==> config.mk <==
export PLATFORM = sky130hd
export DESIGN_NAME = apb_image_loader
export DESIGN_NICKNAME = d
export VERILOG_FILES = /design/src/rtl/apb_pkg.sv /design/src/rtl/apb_master_phy.sv /design/src/rtl/apb_image_loader.sv
export SDC_FILE = /design/constraint.sdc
export NUM_CORES = 1
export LEC_CHECK = 0
export CAP_MARGIN = 10
export CORE_MARGIN = 3
export CORE_UTILIZATION = 53
export CTS_BUF_LIST = sky130_fd_sc_hd__clkbuf_8
export CTS_CLUSTER_SIZE = 30
export DETAILED_ROUTE_END_ITERATION = 7
export GPL_TIMING_DRIVEN = 0
export PLACE_DENSITY = 0.95
export SETUP_SLACK_MARGIN = 0.3
export SYNTH_ARGS = -nofsm -noshare
export SYNTH_HDL_FRONTEND = slang
export SYNTH_SLANG_ARGS = --single-unit
==> constraint.sdc <==
create_clock -name Clk -period 5.65 [get_ports Clk]
set_clock_uncertainty 0.05 [all_clocks]
set_input_delay 0.8475 -clock Clk [delete_from_list [all_inputs] [get_ports Clk]]
set_output_delay 0.8475 -clock Clk [all_outputs]
set_load 0.005 [all_outputs]
==> src/rtl/apb_pkg.sv <==
// Shared APB loader definitions: phase/sequencer encodings, default widths and register map.
package apb_pkg;
    localparam int DEF_AMBA_WORD       = 32;
    localparam int DEF_AMBA_ADDR_DEPTH = 8;
    localparam int DEF_NUM_WORDS       = 2;
    localparam int DEF_DATA_BASE       = 1;
    localparam int DEF_CTRL_ADDR       = 0;
    localparam int DEF_RESULT_ADDR     = 0;
    localparam int DEF_TIMEOUT_CYCLES  = 255;

    typedef enum logic [1:0] {BUS_IDLE, SETUP, ACCESS} apb_phase_e;
    typedef enum logic [2:0] {IDLE, LOAD, CTRL, READ, DONE} seq_state_e;
endpackage

==> src/rtl/apb_master_phy.sv <==
// Single-transfer APB engine: owns SETUP/ACCESS timing; APB_TIMEOUT_EN adds an ACCESS wait limit.
module apb_master_phy
    import apb_pkg::*;
#(
    parameter int AMBA_WORD       = DEF_AMBA_WORD,
    parameter int AMBA_ADDR_DEPTH = DEF_AMBA_ADDR_DEPTH,
    parameter int TIMEOUT_CYCLES  = DEF_TIMEOUT_CYCLES
) (
    input  logic                       Clk,
    input  logic                       Rst,
    input  logic                       req,
    input  logic                       req_write,
    input  logic [AMBA_ADDR_DEPTH-1:0] req_addr,
    input  logic [AMBA_WORD-1:0]       req_wdata,
    output logic                       ready,
    output logic                       done,
    output logic                       timeout,
    output logic [AMBA_WORD-1:0]       rdata,
    output logic                       pSelect,
    output logic                       pEnable,
    output logic                       pWrite,
    output logic [AMBA_ADDR_DEPTH-1:0] pAddr,
    output logic [AMBA_WORD-1:0]       pWData,
    input  logic                       pReady,
    input  logic [AMBA_WORD-1:0]       pRData
);
    apb_phase_e                 phase_q, phase_d;
    logic [AMBA_ADDR_DEPTH-1:0] addr_q, addr_d;
    logic [AMBA_WORD-1:0]       wdata_q, wdata_d;
    logic                       write_q, write_d;
`ifdef APB_TIMEOUT_EN
    localparam int TW = $clog2(TIMEOUT_CYCLES + 1);
    logic [TW-1:0] tcnt_q, tcnt_d;
`endif

    always_comb begin
        phase_d = phase_q;
        addr_d  = addr_q;
        wdata_d = wdata_q;
        write_d = write_q;
        done    = (phase_q == ACCESS) && pReady;
        ready   = (phase_q == BUS_IDLE) || done;
        timeout = 1'b0;
        case (phase_q)
            SETUP:   phase_d = ACCESS;
            ACCESS:  if (pReady) phase_d = BUS_IDLE;
            default: ;
        endcase
`ifdef APB_TIMEOUT_EN
        tcnt_d = tcnt_q;
        if (phase_q == ACCESS && !pReady) begin
            tcnt_d = tcnt_q + TW'(1);
            if (tcnt_d == TW'(TIMEOUT_CYCLES)) begin
                timeout = 1'b1;
                phase_d = BUS_IDLE;
            end
        end
`endif
        // A completing ACCESS may hand straight over to the next SETUP.
        if (req && ready) begin
            phase_d = SETUP;
            addr_d  = req_addr;
            wdata_d = req_wdata;
            write_d = req_write;
`ifdef APB_TIMEOUT_EN
            tcnt_d  = '0;
`endif
        end else if (phase_d == BUS_IDLE) begin
            addr_d  = '0;
            wdata_d = '0;
            write_d = 1'b0;
        end
    end

    always_ff @(posedge Clk or posedge Rst) begin
        if (Rst) begin
            phase_q <= BUS_IDLE;
            addr_q  <= '0;
            wdata_q <= '0;
            write_q <= 1'b0;
`ifdef APB_TIMEOUT_EN
            tcnt_q  <= '0;
`endif
        end else begin
            phase_q <= phase_d;
            addr_q  <= addr_d;
            wdata_q <= wdata_d;
            write_q <= write_d;
`ifdef APB_TIMEOUT_EN
            tcnt_q  <= tcnt_d;
`endif
        end
    end

    assign pSelect = (phase_q != BUS_IDLE);
    assign pEnable = (phase_q == ACCESS);
    assign pWrite  = write_q;
    assign pAddr   = addr_q;
    assign pWData  = wdata_q;
    assign rdata   = pRData;
endmodule

==> src/rtl/apb_image_loader.sv <==
// Image loader: streams pixel words to the classifier over APB, launches it, reads the result.
// Optional ACCESS timeout (sticky error) enabled with APB_TIMEOUT_EN.
module apb_image_loader
    import apb_pkg::*;
#(
    parameter int AMBA_WORD       = DEF_AMBA_WORD,
    parameter int AMBA_ADDR_DEPTH = DEF_AMBA_ADDR_DEPTH,
    parameter int NUM_WORDS       = DEF_NUM_WORDS,
    parameter int DATA_BASE       = DEF_DATA_BASE,
    parameter int CTRL_ADDR       = DEF_CTRL_ADDR,
    parameter int RESULT_ADDR     = DEF_RESULT_ADDR,
    parameter int TIMEOUT_CYCLES  = DEF_TIMEOUT_CYCLES
) (
    input  logic                       Clk,
    input  logic                       Rst,
    input  logic                       start,
    output logic                       busy,
    input  logic                       din_valid,
    output logic                       din_ready,
    input  logic [AMBA_WORD-1:0]       din_data,
    output logic                       pSelect,
    output logic                       pEnable,
    output logic                       pWrite,
    output logic [AMBA_ADDR_DEPTH-1:0] pAddr,
    output logic [AMBA_WORD-1:0]       pWData,
    input  logic                       pReady,
    input  logic [AMBA_WORD-1:0]       pRData,
    output logic                       result_valid,
    output logic [AMBA_WORD-1:0]       result,
    output logic                       error
);
    localparam int CW = $clog2(NUM_WORDS + 1);

    seq_state_e           state_q, state_d;
    logic [CW-1:0]        acc_q, acc_d, wr_q, wr_d;
    logic                 buf_full_q, buf_full_d;
    logic [AMBA_WORD-1:0] buf_q, buf_d, result_q, result_d;
    logic                 rv_q, rv_d, error_q, error_d;

    logic                       req, req_write, hs;
    logic [AMBA_ADDR_DEPTH-1:0] req_addr;
    logic [AMBA_WORD-1:0]       req_wdata, phy_rdata;
    logic                       phy_ready, phy_done, phy_timeout;

    always_comb begin
        state_d    = state_q;
        acc_d      = acc_q;
        wr_d       = wr_q;
        buf_full_d = buf_full_q;
        buf_d      = buf_q;
        result_d   = result_q;
        error_d    = error_q;
        rv_d       = 1'b0;
        req        = 1'b0;
        req_write  = 1'b1;
        req_addr   = '0;
        req_wdata  = '0;
        din_ready  = (state_q == LOAD) && !buf_full_q && (acc_q < CW'(NUM_WORDS));
        hs         = din_valid && din_ready;
        case (state_q)
            IDLE: if (start) begin
                state_d    = LOAD;
                acc_d      = '0;
                wr_d       = '0;
                buf_full_d = 1'b0;
                error_d    = 1'b0;
                result_d   = '0;
            end
            LOAD: begin
                if (hs) acc_d = acc_q + CW'(1);
                // An idle engine takes the incoming word directly; otherwise it waits in the buffer.
                if ((buf_full_q || hs) && phy_ready) begin
                    req        = 1'b1;
                    req_addr   = AMBA_ADDR_DEPTH'(DATA_BASE) + AMBA_ADDR_DEPTH'(wr_q);
                    req_wdata  = buf_full_q ? buf_q : din_data;
                    buf_full_d = 1'b0;
                    wr_d       = wr_q + CW'(1);
                end else if (hs) begin
                    buf_full_d = 1'b1;
                    buf_d      = din_data;
                end
                if (phy_done && wr_q == CW'(NUM_WORDS)) begin
                    req       = 1'b1;
                    req_addr  = AMBA_ADDR_DEPTH'(CTRL_ADDR);
                    req_wdata = AMBA_WORD'(1);
                    state_d   = CTRL;
                end
            end
            CTRL: if (phy_done) begin
                req       = 1'b1;
                req_write = 1'b0;
                req_addr  = AMBA_ADDR_DEPTH'(RESULT_ADDR);
                state_d   = READ;
            end
            READ: if (phy_done) begin
                rv_d     = 1'b1;
                result_d = phy_rdata;
                state_d  = DONE;
            end
            DONE:    state_d = IDLE;
            default: state_d = IDLE;
        endcase
        if (phy_timeout) begin
            state_d    = IDLE;
            error_d    = 1'b1;
            buf_full_d = 1'b0;
        end
    end

    always_ff @(posedge Clk or posedge Rst) begin
        if (Rst) begin
            state_q    <= IDLE;
            acc_q      <= '0;
            wr_q       <= '0;
            buf_full_q <= 1'b0;
            buf_q      <= '0;
            result_q   <= '0;
            rv_q       <= 1'b0;
            error_q    <= 1'b0;
        end else begin
            state_q    <= state_d;
            acc_q      <= acc_d;
            wr_q       <= wr_d;
            buf_full_q <= buf_full_d;
            buf_q      <= buf_d;
            result_q   <= result_d;
            rv_q       <= rv_d;
            error_q    <= error_d;
        end
    end

    assign busy         = (state_q != IDLE);
    assign result       = result_q;
    assign result_valid = rv_q;
    assign error        = error_q;

    apb_master_phy #(
        .AMBA_WORD      (AMBA_WORD),
        .AMBA_ADDR_DEPTH(AMBA_ADDR_DEPTH),
        .TIMEOUT_CYCLES (TIMEOUT_CYCLES)
    ) u_phy (
        .Clk      (Clk),
        .Rst      (Rst),
        .req      (req),
        .req_write(req_write),
        .req_addr (req_addr),
        .req_wdata(req_wdata),
        .ready    (phy_ready),
        .done     (phy_done),
        .timeout  (phy_timeout),
        .rdata    (phy_rdata),
        .pSelect  (pSelect),
        .pEnable  (pEnable),
        .pWrite   (pWrite),
        .pAddr    (pAddr),
        .pWData   (pWData),
        .pReady   (pReady),
        .pRData   (pRData)
    );
endmodule
==> results of run 1 <==
-- critical path, delay by kind of cell, from the launching register on --
family / cells / cell delay, ns
buf+inv: 3 / 1.23
flops: 1 / 0.45
simple gates: 1 / 0.14
-- sequential cells by signal, indices dropped and copies added (netlist names) --
| name | flops |
|---|---|
| buf_q | 32 |
| result | 32 |
| u_phy.pWrite | 1 |
| u_phy.phase_q | 2 |
| wr_q | 2 |
| buf_full_q | 1 |
| u_phy.pWData | 32 |
| state_q | 3 |
| u_phy.pAddr | 3 |
| result_valid | 1 |
| acc_q | 2 |
-- cell usage in the layout, fill, tap and decap left out, types with 3 or more instances in the layout --
cell and n:
nand3_1 3, inv_1 7, o21ai_0 34, nand2_1 70, nor3b_1 4, o2bb2ai_1 29, o2bb2ai_2 4, mux2_2 33
nor3_1 4, ha_1 6, buf_6 12, clkdlybuf4s50_1 140, nor2_1 4, conb_1 6, a21oi_1 5, clkbuf_1 14
clkbuf_8 10, nor2b_1 4, dfrtp_1 111, buf_4 7, a22o_1 3, mux2i_1 31
-- kinds of logic after synthesis --
logic type,count (synthesis),synth area share
other cells,1,0.0007482
compound gates,89,0.1321
buf+inv,44,0.06066
fa+ha+maj,6,0.01498
simple gates,102,0.09686
flops,111,0.5542
mux,66,0.1405
-- final timing paths --
kind / start / to / slack (ns) / cells past startpoint
worst max-delay path: buf_full_q / din_ready / 2.57 / 4
worst min-delay path: result[24] / result[24] / 0.45 / 2
worst max register to register: u_phy.phase_q[1] / u_phy.pAddr[0] / 3.35 / 7
worst min register to register: result[24] / result[24] / 0.45 / 2
max in group asynchronous: Rst / buf_q[5] / 3.90 / 3
min in group asynchronous: Rst / result[20] / 0.96 / 2
-- routing by layer --
metal  share of wire  GRT usage  vias up
li1                -          -     1769
met1            0.41     0.2919     1831
met2            0.48     0.3784      155
met3           0.092    0.07579       14
met4           0.015    0.07470        0
met5               0          0        -
-- through the flow --
| stage | power (mW) | setup slack, ns |
|---|---|---|
| 3_5_place_dp | 2.519 | 2.809 |
| 6_report | 2.951 | 2.573 |
| 5_1_grt | 3.143 | 2.443 |
| 3_3_place_gp | 2.443 | 0.4219 |
| 4_1_cts | 2.966 | 2.566 |
| 2_1_floorplan | 1.897 | 1.822 |
-- cell type report --
class,count,area share
timing repair buffer,141,0.2109
buffer,36,0.04044
inverter,8,0.004801
sequential,111,0.4100
clock buffer,9,0.01828
multi-input combinational,269,0.2877
tap,108,0.01994
clock inverter,7,0.007941
-- power by group --
part / internal (mW) / leakage (nW) / switching [mW]
sequential: 1.10 / 1.47 / 0.187
clock: 0.166 / 0.0879 / 0.282
combinational: 0.694 / 1.27 / 0.527
total: 1.95 / 2.83 / 0.996
==> metrics.csv, run 1 <==
stage,metric,value,unit
synthesis,Post-synth EDFFs,0,
cells_and_area,Layout area overhead,35.17,%
worst_setup_path,"Arr. time, crit path",2.18,ns
synthesis,Mean Syn Cell Area,11.96,sq um
worst_setup_path,Worst path slowest cell,clkbuf_1,
synthesis,Main synth FF type,dfrtp_1,
sta,Fin. Hold Viols,0,
place,DP Wirelength,8865,um
synthesis,#FFs+latches synth,111,
grt,global-route wire length before repair,19220,um
route,ANT nets after route,0,
sta,Peak Freq,0.3250,GHz
synthesis,Yosys top cell area share,0.5542,
sta,setup TNS,0,ns
worst_setup_path,worst path cell trace,"buf_6, clkbuf_1, nor3_1, clkdlybuf4s50_1",
worst_setup_path,max incr delay on CP,0.56,ns
floorplanning,Die Ht,103.3,um
power,P per Cell Area,435.5,nW/um^2
route,via count,3769,
cells_and_area,Reg area,2778,sq um
sta,worst hold slack,0.4465,ns
sta,crit path time final,3.077,ns
sta,Worst Max-Slew Pin Slew,0.8119,ns
cells_and_area,layout cell share with drive strength beyond 1,0.1515,
power,leak pwr,2.826,nW
grt,GR Util All Layers,0.2310,
floorplanning,# rows,34,
clock_tree,CTS tree,yes,
clock_tree,clock buffer depth,2,
route,Starting DRT DRC Count,136,
worst_setup_path,CP Data Required Time,4.75,ns
hold_path,worst hold path type,reg2reg,
clock_tree,Post-CTS Resized,0,
worst_setup_path,Setup CP Type,reg2out,
grt,vias in the first global route,3973,
route,Total Wirelength,11990,um
floorplanning,Starting Density,0.5611,
clock_tree,H-tree depth,3,
grt,Overflow after GRT,0,
cells_and_area,Final Util,0.7584,
cells_and_area,number of filler cells placed in the layout,590,
sta,# setup viols final,0,
route,drt drc,0,
place,placer congestion estimate,0.8513,
power,Peak VDD IR,240.7,uV
worst_setup_path,Worst Setup End Kind,primary output,
cells_and_area,multi-input logic area,1949,sq um
grt,largest net degree at the start of global routing,66,
synthesis,Ys Warns,0,
route,TritonRoute pass-1 iters,4,
synthesis,"Async S/R FF share, synth",1.000,
synthesis,top-count cell post-synth,dfrtp_1,
floorplanning,chip width,103.3,um
cells_and_area,Ant. Diodes,0,
clock_tree,clock root buffer,clkbuf_8,
clock_tree,worst-skew pair later-pin latency,0.37,ns
sta,Slew headroom,0.4587,
run,maxcap violations,0,
grt,initial antenna violation count,0,
floorplanning,I/O Pins,148,
synthesis,mapped cell area,5012,sq um
cells_and_area,final instance area,6775,sq um
synthesis,Post-synth top cells,"dfrtp_1 (111), nand2_1 (70), o21ai_0 (34)",
synthesis,post-synthesis sequential area ratio,0.5542,
floorplanning,Core Area,8934,sq um
worst_setup_path,CP max FO,10,
sta,"Slew Viols, Final",0,
clock_tree,"Reg clk slew, reported paths",0.11,ns
synthesis,Syn Inst Count,419,
place,# placed instances,673,
clock_tree,hold buffers post-CTS,0,
synthesis,Synth area leaders,"dfrtp_1 (55%), mux2_2 (7.4%), mux2i_1 (6.2%)",
clock_tree,postcts setup bufs,0,
outcome,status,finished clean,
cells_and_area,NumNets Final,651,
floorplanning,die area,10660,sq um
synthesis,Synth area leader,dfrtp_1,
cells_and_area,final std cells w/o fill,689,
place,port buffer count,140,
worst_setup_path,Critical Path Source Type,flop,
route,DR WL/cell,17.40,um
clock_tree,TritonCTS buffer count,9,
route,routed vias/inst,5.470,
sta,RSZ-0062 raised after global routing,no,
sta,final cycle utilization of the critical path,0.5446,
place,Placement Cell Area,6598,sq um
synthesis,Unique masters post-synth,47,
clock_tree,Clock Sinks,111,
Power figures use the tool's default switching activity.
==> inputs of run 2 (changes only) <==
--- a/config.mk
+++ b/config.mk
@@ -7,12 +7,12 @@
 export LEC_CHECK = 0
 export CAP_MARGIN = 10
 export CORE_MARGIN = 3
-export CORE_UTILIZATION = 53
+export CORE_UTILIZATION = 44
 export CTS_BUF_LIST = sky130_fd_sc_hd__clkbuf_8
 export CTS_CLUSTER_SIZE = 30
 export DETAILED_ROUTE_END_ITERATION = 7
 export GPL_TIMING_DRIVEN = 0
-export PLACE_DENSITY = 0.95
+export PLACE_DENSITY = 0.87
 export SETUP_SLACK_MARGIN = 0.3
 export SYNTH_ARGS = -nofsm -noshare
 export SYNTH_HDL_FRONTEND = slang
==> constraint.sdc (replaced) <==
create_clock -name Clk -period 2.8 [get_ports Clk]
set_clock_uncertainty 0.05 [all_clocks]
set_input_delay 0.42 -clock Clk [delete_from_list [all_inputs] [get_ports Clk]]
set_output_delay 0.42 -clock Clk [all_outputs]
set_load 0.005 [all_outputs]
==> metrics.csv, run 2 (synthesized netlist as in run 1, its figures left out) <==
stage,metric,value,unit
route,Total Wirelength,12030,um
floorplanning,die area,12710,sq um
hold_path,worst hold path type,in2reg,
power,sequential share of power,0.415,
floorplanning,# rows,38,
power,Gate power share,0.396,
place,DP Wirelength,8947,um
sta,worst hold slack,0.3587,ns
cells_and_area,Ant. Diodes,0,
worst_setup_path,CP Data Required Time,2.33,ns
power,Psw,1.956,mW
grt,global-route wire length before repair,20030,um
worst_setup_path,Setup CP Type,reg2out,
sta,RSZ-0062 raised after global routing,no,
clock_tree,Clock Sinks,111,
worst_setup_path,"Arr. time, crit path",1.88,ns
floorplanning,Core Area,10980,sq um
cells_and_area,layout cell share with drive strength beyond 1,0.1564,
route,via count,3732,
sta,"Slew Viols, Final",0,
grt,initial antenna violation count,0,
worst_setup_path,Critical Path Source Type,flop,
clock_tree,CTS tree,yes,
worst_setup_path,worst path cell trace,"buf_6, clkbuf_2, or3_1, clkdlybuf4s50_1",
sta,Worst Max-Slew Pin Slew,0.7380,ns
worst_setup_path,Worst Setup End Kind,primary output,
power,P per Cell Area,898.7,nW/um^2
sta,# setup viols final,0,
clock_tree,worst-skew pair later-pin latency,0.37,ns
floorplanning,Die Ht,112.7,um
place,DP Worst Slack,0.3435,ns
floorplanning,Starting Density,0.4564,
sta,Slew headroom,0.5070,
clock_tree,"Reg clk slew, reported paths",0.10,ns
place,port buffer count,140,
worst_setup_path,CP max FO,10,
grt,Overflow after GRT,0,
cells_and_area,Layout area overhead,37.87,%
route,drt drc,0,
route,Starting DRT DRC Count,241,
route,TritonRoute pass-1 iters,4,
worst_setup_path,max incr delay on CP,0.45,ns
clock_tree,clock root buffer,clkbuf_8,
cells_and_area,most frequent cells in the layout,"clkdlybuf4s50_1 (139), dfrtp_1 (111), nand2_1 (70), o21ai_0 (34), mux2_2 (33)",
floorplanning,chip width,112.7,um
cells_and_area,NumNets Final,652,
cells_and_area,"leading cell type in the layout, fill and taps excluded",clkdlybuf4s50_1,
worst_setup_path,Worst path slowest cell,clkdlybuf4s50_1,
route,routed vias/inst,5.169,
outcome,status,finished clean,
power,Clk pwr share,0.189,
clock_tree,H-tree depth,3,
run,maxcap violations,0,
grt,largest net degree at the start of global routing,44,
grt,vias in the first global route,4033,
worst_setup_path,Worst Path Buf+Inv,3,
place,placer congestion estimate,0.8620,
worst_setup_path,"delay-heaviest family, CP",buffers and inverters,
grt,GR Util All Layers,0.1959,
floorplanning,I/O Pins,148,
sta,Fin. Hold Viols,0,
route,DR WL/cell,16.66,um
power,leak pwr,2.879,nW
sta,final cycle utilization of the critical path,0.8384,
power,Peak VDD IR,578.7,uV
power,Sw Share,0.3150,
clock_tree,TritonCTS buffer count,9,
power,P_int,4.254,mW
sta,final worst slack,0.4524,ns
clock_tree,clock buffer depth,2,
route,ANT nets after route,0,
sta,Peak Freq,0.4260,GHz
sta,crit path time final,2.348,ns
-- run 2: cell count changes in the layout (fill, tap and decap cells not counted), sizes merged --
cell	before	now
inv	11	7
bufinv	0	3
buf	22	24
clkbuf	24	25
clkdlybuf4s50	140	139
clkinvlp	2	1
dlygate4sd2	0	1
-- run 2: power groups by stage --
stage          sequential (mW)  clock, mW  combinational [mW]
2_1_floorplan             2.56          0                1.27
3_3_place_gp              2.56          0                2.40
3_5_place_dp              2.60          0                2.49
4_1_cts                   2.58       1.20                2.50
5_1_grt                   2.65       1.27                2.71
6_report                  2.57       1.17                2.46
-- run 2: cell type report --
type	count	area, sq um
fillers	833	4073
flip-flops and latches	111	2778
multi-input cells	269	1949
repair buffers	143	1448
plain buffers	35	271.5
well taps	140	175.2
clock buffers	11	151.4
clock inverters	5	103.9
inverters	8	33.78
-- run 2: per-stage QoR --
stage | util | cell area, sq um | setup TNS (ns) | power, mW | std cells
6_report | 0.6292 | 6910 | 0 | 6.211 | 722
3_3_place_gp | 0.6020 | 6611 | -1.108 | 4.951 | 704
4_1_cts | 0.6291 | 6909 | 0 | 6.283 | 722
2_1_floorplan | - | 5035 | 0 | 3.829 | 424
3_5_place_dp | 0.6056 | 6651 | 0 | 5.087 | 706
5_1_grt | 0.6292 | 6910 | 0 | 6.633 | 722
-- run 2: metal layers --
metal  GRT usage  share of wire  vias to the layer above
met3     0.09305           0.10                       13
met5           0              0                        -
li1            -              -                     1781
met2      0.3231           0.48                      132
met4     0.05769          0.015                        0
met1      0.2287           0.40                     1806
-- run 2: worst min-delay path: cells and delay by family --
family	cells	cell delay, ns
simple gates	1	0.05
buf+inv	2	0.15
compound gates	1	0.12
-- run 2: path summary, 6_finish.rpt --
| path | from | to | slack [ns] | depth (start not counted) |
|---|---|---|---|---|
| setup / recovery | state_q[0] | busy | 0.45 | 4 |
| hold / removal | pReady | u_phy.phase_q[1] | 0.36 | 4 |
| setup reg to reg | u_phy.phase_q[0] | u_phy.pWData[24] | 0.50 | 8 |
| hold reg to reg | result[22] | result[22] | 0.44 | 2 |
| max in group asynchronous | Rst | u_phy.pWData[1] | 1.61 | 3 |
| min in group asynchronous | Rst | u_phy.pWData[21] | 0.46 | 2 |
-- run 2: repair_timing --
item / CTS / global route
hold buffers: 0 / 0
gates resized for setup: 1 / 2
buffers inserted: 1 / 0
endpoints found under the setup margin: 1 / 1
==> inputs of run 3 (changes only) <==
--- a/config.mk
+++ b/config.mk
@@ -7,12 +7,12 @@
 export LEC_CHECK = 0
 export CAP_MARGIN = 10
 export CORE_MARGIN = 3
-export CORE_UTILIZATION = 44
+export CORE_UTILIZATION = 49
 export CTS_BUF_LIST = sky130_fd_sc_hd__clkbuf_8
 export CTS_CLUSTER_SIZE = 30
 export DETAILED_ROUTE_END_ITERATION = 7
 export GPL_TIMING_DRIVEN = 0
-export PLACE_DENSITY = 0.87
+export PLACE_DENSITY = 0.92
 export SETUP_SLACK_MARGIN = 0.3
 export SYNTH_ARGS = -nofsm -noshare
 export SYNTH_HDL_FRONTEND = slang
==> constraint.sdc (replaced) <==
create_clock -name Clk -period 2.36 [get_ports Clk]
set_clock_uncertainty 0.05 [all_clocks]
set_input_delay 0.354 -clock Clk [delete_from_list [all_inputs] [get_ports Clk]]
set_output_delay 0.354 -clock Clk [all_outputs]
set_load 0.005 [all_outputs]
==> metrics.csv, run 3 (synthesized netlist as in run 1, its figures left out) <==
stage,metric,value,unit
worst_setup_path,FF-to-FF setup slack,0.29,ns
floorplanning,Starting Density,0.5081,
sta,Peak Freq,0.4831,GHz
route,routed vias/inst,5.366,
hold_path,worst hold path type,in2reg,
clock_tree,"Reg clk slew, reported paths",0.10,ns
cells_and_area,most frequent cells in the layout,"clkdlybuf4s50_1 (138), dfrtp_1 (109), nand2_1 (69), o21ai_0 (34), mux2_2 (32)",
worst_setup_path,R2R cell count,9,
power,leak pwr,3.045,nW
floorplanning,I/O Pins,148,
clock_tree,hold buffers post-CTS,0,
cells_and_area,"leading cell type in the layout, fill and taps excluded",clkdlybuf4s50_1,
floorplanning,Die Ht,107.1,um
clock_tree,Clock Sinks,111,
route,Starting DRT DRC Count,161,
clock_tree,CTS tree,yes,
cells_and_area,layout cell share with drive strength beyond 1,0.2517,
cells_and_area,final instance area,7311,sq um
cells_and_area,final std cells w/o fill,733,
route,via count,3933,
worst_setup_path,Critical Path Source Type,flop,
sta,Worst Max-Slew Pin Slew,0.7700,ns
outcome,status,finished clean,
sta,RSZ-0062 raised after global routing,yes,
grt,vias in the first global route,4043,
grt,GR Util All Layers,0.2199,
cells_and_area,number of filler cells placed in the layout,635,
grt,global-route wire length before repair,20180,um
route,TritonRoute pass-1 iters,4,
clock_tree,worst-skew pair later-pin latency,0.36,ns
floorplanning,# rows,36,
worst_setup_path,Worst path slowest cell,dfrtp_2,
sta,Fin. Hold Viols,0,
grt,Overflow after GRT,0,
worst_setup_path,CP max FO,6,
cells_and_area,Ant. Diodes,0,
worst_setup_path,max incr delay on CP,0.45,ns
floorplanning,Core Area,9864,sq um
clock_tree,clock buffer depth,2,
sta,final cycle utilization of the critical path,0.8772,
place,Placement Cell Area,6643,sq um
clock_tree,H-tree depth,3,
cells_and_area,NumNets Final,671,
worst_setup_path,Worst Path Buf+Inv,4,
grt,initial antenna violation count,0,
sta,crit path time final,2.070,ns
worst_setup_path,"Arr. time, crit path",2.27,ns
sta,# setup viols final,0,
place,port buffer count,140,
worst_setup_path,worst path cell trace,"inv_2, ha_4, mux2_4, a311oi_4, buf_6, nor3_4, buf_12, clkbuf_16, o2bb2ai_2",
worst_setup_path,Worst Setup End Kind,flop,
place,DP Wirelength,8818,um
floorplanning,die area,11480,sq um
cells_and_area,multi-input logic area,2201,sq um
place,# placed instances,699,
route,drt drc,0,
worst_setup_path,FF-to-FF End,u_phy.pWData[10],
sta,worst hold slack,0.2864,ns
cells_and_area,Reg area,2780,sq um
worst_setup_path,CP Data Required Time,2.56,ns
floorplanning,chip width,107.1,um
hold_path,Cells on Worst Hold Path,3,
grt,largest net degree at the start of global routing,45,
power,Peak VDD IR,560.8,uV
worst_setup_path,Setup CP Type,reg2reg,
worst_setup_path,r2r startpoint,u_phy.phase_q[1],
route,ANT nets after route,0,
run,maxcap violations,0,
sta,Slew headroom,0.4867,
power,P per Cell Area,1051,nW/um^2
clock_tree,TritonCTS buffer count,9,
route,DR WL/cell,17.62,um
place,placer congestion estimate,0.8324,
worst_setup_path,"delay-heaviest family, CP",buffers and inverters,
sta,"Slew Viols, Final",0,
hold_path,Hold Path End,result_valid,
clock_tree,clock root buffer,clkbuf_8,
cells_and_area,Layout area overhead,45.86,%
route,Total Wirelength,12920,um
hold_path,Worst Hold Launch,pReady,
## run 3: cell types whose count changed in the layout (fill, tap and decap cells not counted), sizes merged
cell / before / now
clkinvlp: 1 / 2
bufinv: 3 / 1
clkdlybuf4s50: 139 / 138
nor3: 5 / 6
clkdlybuf4s15: 0 / 1
inv: 7 / 9
dlygate4sd2: 1 / 0
clkbuf: 25 / 26
buf: 24 / 40
## run 3: worst reg2reg max path, cell delays in order, from the launching register on
cell and delay, ns:
dfrtp_2 0.45, inv_2 0.10, ha_4 0.20, mux2_4 0.31, a311oi_4 0.22, buf_6 0.17, nor3_4 0.05, buf_12 0.14
clkbuf_16 0.16, o2bb2ai_2 0.12
## run 3: layout make-up
class | count | share of cell area
tap | 133 | 0.02276
timing repair buffer | 160 | 0.2228
inverter | 8 | 0.004621
buffer | 36 | 0.04210
sequential | 111 | 0.3803
clock buffer | 9 | 0.01694
clock inverter | 6 | 0.009413
multi-input combinational | 270 | 0.3010
## run 3: worst max-delay path by stage
stage                     startpoint  cells after the start          endpoint
CTS                       state_q[1]                      4         din_ready
finish              u_phy.phase_q[1]                      9  u_phy.pWData[10]
global placement                 Rst                      2          buf_q[5]
floorplan           u_phy.phase_q[1]                      6    u_phy.pAddr[2]
global route        u_phy.phase_q[1]                     10  u_phy.pWData[12]
detailed placement             start                      7        result[16]
## run 3: repair_timing
item | in CTS | in global routing
gates resized for setup | 21 | 54
buffers inserted | 9 | 6
endpoints found under the setup margin | 75 | 65
gates cloned | 3 | 1
pin swaps | 3 | 2
endpoints found under the hold margin | 0 | 0
## run 3: stage by stage
stage	util	setup WS, ns	power (mW)	TNS, ns
2_1_floorplan	-	0.3012	4.543	0
3_3_place_gp	0.6693	-0.3777	5.844	-41.00
3_5_place_dp	0.6734	0.01152	6.026	0
4_1_cts	0.7103	0.2369	7.361	0
5_1_grt	0.7411	0.2281	8.160	0
6_report	0.7411	0.2899	7.682	0
## run 3: routing by layer
layer | vias up | global-route usage | share of wire
met5 | - | 0 | 0
met4 | 0 | 0.08311 | 0.018
met3 | 27 | 0.05479 | 0.072
met2 | 163 | 0.3557 | 0.49
met1 | 1933 | 0.2864 | 0.42
li1 | 1810 | - | -
## run 3: power breakdown
group / internal (mW) / switching, mW / total, mW
clock: 0.494 / 0.638 / 1.13
sequential: 2.63 / 0.483 / 3.11
combinational: 1.96 / 1.48 / 3.44
total: 5.08 / 2.60 / 7.68
